[src/rtl/uart_tx_fifo_feeder_if.sv]
// Handshake bundle between a byte producer (e.g. UART RX) and the TX feeder.
// The producer or bench uses the master modport; the feeder uses the slave modport.
interface uart_tx_fifo_feeder_if #(
    parameter int DBIT   = 8,
    parameter int ADDR_W = 4
);
    logic            wr_stb;
    logic [DBIT-1:0] wr_data;
    logic            tx_done_tick;
    logic            clr_ovf;
    logic            tx_start;
    logic [DBIT-1:0] tx_din;
    logic            empty;
    logic            full;
    logic [ADDR_W:0] count;
    logic            ovf_pulse;
    logic            ovf_flag;

    modport master (
        output wr_stb, wr_data, tx_done_tick, clr_ovf,
        input  tx_start, tx_din, empty, full, count, ovf_pulse, ovf_flag
    );
    modport slave (
        input  wr_stb, wr_data, tx_done_tick, clr_ovf,
        output tx_start, tx_din, empty, full, count, ovf_pulse, ovf_flag
    );
endinterface

[src/rtl/uart_tx_fifo_feeder.sv]
// Byte FIFO plus a one-outstanding-byte scheduler feeding a UART transmitter.
// Pops are decided from the registered empty, so a write never pops on its own edge.
module uart_tx_fifo_feeder #(
    parameter int DBIT   = 8,
    parameter int ADDR_W = 4
) (
    input logic                  clk,
    input logic                  rst,
    uart_tx_fifo_feeder_if.slave bus
);
    localparam int DEPTH = 2 ** ADDR_W;
    localparam logic [ADDR_W:0] FULL_CNT = (ADDR_W + 1)'(DEPTH);

    typedef enum logic {IDLE, BUSY} state_t;

    state_t            state, state_nxt;
    logic [DBIT-1:0]   mem [DEPTH];
    logic [ADDR_W-1:0] rd_ptr, wr_ptr;
    logic [ADDR_W:0]   count_nxt;
    logic              pop, push, ovf;

    always_ff @(posedge clk or posedge rst) begin
        if (rst) state <= IDLE;
        else     state <= state_nxt;
    end

    always_comb begin
        state_nxt = state;
        case (state)
            IDLE:    if (!bus.empty) state_nxt = BUSY;
            BUSY:    if (bus.tx_done_tick) state_nxt = IDLE;
            default: state_nxt = IDLE;
        endcase
    end

    always_comb begin
        pop = (state == IDLE) && !bus.empty;
    end

    // A pop on the same edge frees the slot, so a write into a full FIFO still lands.
    assign push      = bus.wr_stb && (!bus.full || pop);
    assign ovf       = bus.wr_stb && bus.full && !pop;
    assign count_nxt = bus.count + (ADDR_W + 1)'(push) - (ADDR_W + 1)'(pop);

    always_ff @(posedge clk or posedge rst) begin
        if (rst) begin
            for (int i = 0; i < DEPTH; i++) mem[i] <= '0;
            rd_ptr        <= '0;
            wr_ptr        <= '0;
            bus.count     <= '0;
            bus.empty     <= 1'b1;
            bus.full      <= 1'b0;
            bus.tx_start  <= 1'b0;
            bus.tx_din    <= '0;
            bus.ovf_pulse <= 1'b0;
            bus.ovf_flag  <= 1'b0;
        end else begin
            if (push) begin
                mem[wr_ptr] <= bus.wr_data;
                wr_ptr      <= wr_ptr + 1'b1;
            end
            if (pop) begin
                bus.tx_din <= mem[rd_ptr];
                rd_ptr     <= rd_ptr + 1'b1;
            end
            bus.tx_start  <= pop;
            bus.count     <= count_nxt;
            bus.empty     <= (count_nxt == '0);
            bus.full      <= (count_nxt == FULL_CNT);
            bus.ovf_pulse <= ovf;
            // A new overflow wins over a same-edge clear.
            if (ovf)              bus.ovf_flag <= 1'b1;
            else if (bus.clr_ovf) bus.ovf_flag <= 1'b0;
        end
    end
endmodule

[src/flat_wrapper.sv]
// flat-port wrapper written by rule: the top's interface ports become plain ports
module uart_tx_fifo_feeder_flat 
#(
    parameter int DBIT   = 8,
    parameter int ADDR_W = 4
)
  (clk, rst, bus_wr_stb, bus_wr_data, bus_tx_done_tick, bus_clr_ovf, bus_tx_start, bus_tx_din, bus_empty, bus_full, bus_count, bus_ovf_pulse, bus_ovf_flag);
  uart_tx_fifo_feeder_if #(.DBIT(DBIT), .ADDR_W(ADDR_W)) bus_i ();
  input logic clk;
  input logic rst;
  input wire logic [$bits(bus_i.wr_stb)-1:0] bus_wr_stb;
  input wire logic [$bits(bus_i.wr_data)-1:0] bus_wr_data;
  input wire logic [$bits(bus_i.tx_done_tick)-1:0] bus_tx_done_tick;
  input wire logic [$bits(bus_i.clr_ovf)-1:0] bus_clr_ovf;
  output wire logic [$bits(bus_i.tx_start)-1:0] bus_tx_start;
  output wire logic [$bits(bus_i.tx_din)-1:0] bus_tx_din;
  output wire logic [$bits(bus_i.empty)-1:0] bus_empty;
  output wire logic [$bits(bus_i.full)-1:0] bus_full;
  output wire logic [$bits(bus_i.count)-1:0] bus_count;
  output wire logic [$bits(bus_i.ovf_pulse)-1:0] bus_ovf_pulse;
  output wire logic [$bits(bus_i.ovf_flag)-1:0] bus_ovf_flag;
  assign bus_i.wr_stb = bus_wr_stb;
  assign bus_i.wr_data = bus_wr_data;
  assign bus_i.tx_done_tick = bus_tx_done_tick;
  assign bus_i.clr_ovf = bus_clr_ovf;
  assign bus_tx_start = bus_i.tx_start;
  assign bus_tx_din = bus_i.tx_din;
  assign bus_empty = bus_i.empty;
  assign bus_full = bus_i.full;
  assign bus_count = bus_i.count;
  assign bus_ovf_pulse = bus_i.ovf_pulse;
  assign bus_ovf_flag = bus_i.ovf_flag;
  uart_tx_fifo_feeder #(.DBIT(DBIT), .ADDR_W(ADDR_W)) u_core (.clk(clk), .rst(rst), .bus(bus_i));
endmodule
[config.mk]
export PLATFORM = sky130hd
export DESIGN_NAME = uart_tx_fifo_feeder_flat
export DESIGN_NICKNAME = d
export VERILOG_FILES = /design/src/rtl/uart_tx_fifo_feeder_if.sv /design/src/rtl/uart_tx_fifo_feeder.sv /design/src/flat_wrapper.sv
export SDC_FILE = /design/constraint.sdc
export NUM_CORES = 1
export LEC_CHECK = 0
export CORE_MARGIN = 3
export CORE_UTILIZATION = 35
export CTS_CLUSTER_DIAMETER = 150
export CTS_CLUSTER_SIZE = 20
export DETAILED_ROUTE_END_ITERATION = 12
export GPL_TIMING_DRIVEN = 0
export PLACE_DENSITY_LB_ADDON = 0.12
export SLEW_MARGIN = 20
export SYNTH_ARGS = -nofsm -noshare
export SYNTH_HDL_FRONTEND = slang
export SYNTH_SLANG_ARGS = --single-unit
export TNS_END_PERCENT = 5
[constraint.sdc]
create_clock -name clk -period 13.27 [get_ports clk]
set_input_delay 2.654 -clock clk [delete_from_list [all_inputs] [get_ports clk]]
set_output_delay 2.654 -clock clk [all_outputs]
set_load 0.01 [all_outputs]
==> results by group <==
CTS
  – CTS Root Cell: clkbuf_16
  – Worst-path clk slew: 0.06 ns
  – Clock Latency Late Sink: 0.42 ns
  – Sink Count: 155
  – Hold-fix buffers at CTS: 0
  – Setup bufs post-CTS: 0
  – H-Tree Depth: 4
  – CTS tree: built
  – Resize count post-CTS: 0
  – CTS Buf Count: 17
  – Clock tree buffer depth: 2

Timing
  – Unrepaired setup endpoints after global routing: false
  – Clock Skews: 0.007663 ns
  – Setup Total Neg Slack: 0 ns
  – Worst hold margin: 0.5006 ns
  – Minimum clock period: 4.735 ns
  – Fmax: 0.2112 GHz
  – Pins over their slew limit: 0
  – Worst Tran Pin Value: 0.8881 ns
  – Final Cycle Share: 35.68%
  – Final setup viols: 0
  – Final hold violation count: 0
  – Worst rel slew slack: 40.57%

Die
  – Core Region: 19850 um^2
  – Die ar.: 22360 um^2
  – Rows: 51
  – Die height: 149.5 um
  – Initial Utilization: 36.33%
  – Num ports: 31
  – Die Wd: 149.5 um

Worst setup path
  – Top delay family on crit path: buffers and inverters
  – R2r setup slk: 10.51 ns
  – Startpoint Class: input port
  – RR Endpoint: u_core.bus.full
  – WS Path Type: input port to register
  – R2R cell count: 11
  – Worst path slowest cell: clkdlybuf4s50_1
  – CP max stage delay: 0.47 ns
  – Crit Reg-Reg Startpoint: u_core.state
  – Largest fanout on the critical path: 10
  – Worst Path Required: 13.58 ns
  – CP bufs+invs: 3
  – Stages on worst setup path: 10
  – Crit-path cells: clkdlybuf4s50_1, a21boi_4, buf_6, ha_1, inv_1, fa_1, nor2b_1, o21ai_0, and3_1, nor4_1
  – Critical Path AT: 5.05 ns
  – CP Capture Type: register

Detailed routing
  – Wire per inst: 20.45 um
  – Vias per cell: 5.073
  – Routed Antenna Nets: 0
  – WL final: 16.59 mm
  – Routed vias: 4114
  – 1st-pass router iterations: 4
  – DR DRC count: 0
  – DR iter-0 viols: 179

Global route
  – Largest net degree at the start of global routing: 100
  – Congestion Overflow GR: 0
  – Total GRT Usage: 15.75%
  – Vias in the first global route: 4442
  – Initial antenna violation count: 0
  – Global-route wire length before repair: 26.03 mm

Logic synthesis
  – Top post-synthesis cells by area: dfrtp_1 (53%), mux2_2 (20%), mux2i_1 (5.7%), mux4_2 (5.0%), nand3_4 (2.9%)
  – Cell taking the most area after synthesis: dfrtp_1
  – Top post-synthesis cells by count: dfrtp_1 (154), mux2_2 (128), mux2i_1 (41)
  – Share of the synthesized area in the top cell type: 53.45%
  – Post-synthesis sequential area ratio: 53.82%
  – Synthesized instance count: 485
  – Distinct cell type count after synthesis: 39
  – Yosys reg bits: 155
  – Most common cell in the netlist: dfrtp_1
  – Mapped Area: 7209 um^2
  – Yosys warns: 0
  – Post-synth ARST share: 100.0%
  – Syn avg cell area: 14.86 um^2
  – Post-synth EDFFs: 0
  – Main flop type after synthesis: dfrtp_1
  – Post-Syn Nets: 508

Min path
  – Hold crit path type: register to register
  – Hold_sp: u_core.mem[125]
  – Hold Path Stages: 1
  – Worst Hold Endpoint: u_core.mem[125]

Final layout
  – Layout Utilization: 42.73%
  – Non-Filler Instances: 811
  – # fillers: 1830
  – Fraction of layout cells with a size suffix above 1: 38.46%
  – Synthesis-to-layout area growth: 17.63%
  – Nets: 558
  – Diodes inserted: 0

Placed design
  – DP Cell Count: 781
  – Post-DP HPWL: 11.11 mm
  – I/O Buffers: 30
  – Gpl congestion: 0.7415

Power and ir drop
  – Tot Pwr: 0.002197 W
  – Pwr dens: 259.1 nW/um^2
  – Pleak: 3.693 nW
  – Max IR drop VDD: 0.00008221 V

Flow run
  – Max-Cap Viols: 0

Outcome
  – Outcome: finished clean
layout by cell type (no fill, tap or decap), types with 3 or more instances in the layout:
cell,netlist,final
a21oi_1,10,10
buf_1,4,4
buf_2,9,9
bufinv_16,0,4
clkbuf_1,11,12
clkbuf_16,0,17
clkdlybuf4s50_1,0,30
clkinv_2,0,3
clkinvlp_4,0,3
dfrtp_1,154,154
ha_1,9,9
inv_1,12,11
mux2_2,128,128
mux2i_1,41,41
mux4_2,16,16
nand2_1,10,10
nand3_4,12,12
nor2_1,3,3
nor2b_1,3,3
o22ai_1,16,16
o32ai_1,8,8
xnor2_1,8,8
kinds of logic (layout without fill, tap and decap cells):
family                   after synthesis  in the layout  synth area share (%)
buffers and inverters                 41            102                 2.829
adder cells (fa/ha/maj)               10             10                 1.840
AO/OA/AOI/OAI                         40             40                 3.766
flip-flops                           155            155                 53.82
XOR/XNOR                               9              9                 1.093
multiplexers                         185            185                 30.68
AND/OR/NAND/NOR                       45             45                 5.970
metal layers:
layer | global-route usage (%) | wire length [um] | part of all wire (%) | vias up
met5 | 0 | 0 | 0 | -
met4 | 4.714 | 207 | 1.2 | 0
met3 | 3.210 | 448 | 2.7 | 19
met2 | 26.36 | 8222 | 50 | 46
met1 | 20.74 | 7709 | 46 | 2163
li1 | - | - | - | 1886
power by group:
| group | internal [W] | switching [W] |
|---|---|---|
| sequential | 0.000700 | 0.000113 |
| combinational | 0.000454 | 0.000428 |
| clock | 0.000312 | 0.000191 |
| total | 0.00147 | 0.000731 |
through the flow:
stage	cell area (um^2)	setup slack [ns]
CTS	8481	8.519
detailed placement	7876	8.094
floorplan	7209	6.440
finish	8481	8.535
global placement	7841	4.366
global route	8481	8.301
worst max-delay path by stage:
stage	slack (ns)	endpoint	start
2_1_floorplan	6.44	u_core.bus.count[0]	rst
3_3_place_gp	4.37	u_core.mem[75]	rst
3_5_place_dp	8.09	u_core.bus.full	bus_wr_stb
4_1_cts	8.52	u_core.bus.full	bus_wr_stb
5_1_grt	8.30	u_core.bus.full	bus_wr_stb
6_report	8.53	u_core.bus.full	bus_wr_stb
flip-flops by register name (all words and copies together) (netlist names):
| name | cells |
|---|---|
| u_core.bus.tx_din | 8 |
| u_core.state | 1 |
| u_core.bus.count | 5 |
| u_core.bus.full | 1 |
| u_core.bus.ovf_flag | 1 |
| u_core.bus.empty | 1 |
| u_core.mem | 128 |
| u_core.bus.ovf_pulse | 1 |
| u_core.rd_ptr | 4 |
| u_core.wr_ptr | 4 |
| u_core.bus.tx_start | 1 |
worst register-to-register path: cells and delay by family, from the launching register on:
kind            cells  cell delay [ns]
fa+ha+maj           2             0.59
flops               1             0.40
buf+inv             3             0.42
compound gates      2             0.40
simple gates        4             0.86
layout make-up:
class	count	area (um^2)	share of cell area, %
Clock inverter	12	175.2	2.066
Timing Repair Buffer	31	327.8	3.865
Multi-Input combinational cell	289	3126	36.85
Tap cell	265	331.6	3.910
Buffer	29	158.9	1.874
Clock buffer	18	429.2	5.060
Sequential cell	155	3880	45.75
Inverter	12	52.55	0.6197
Note: power is estimated with default switching activity, not from simulation.
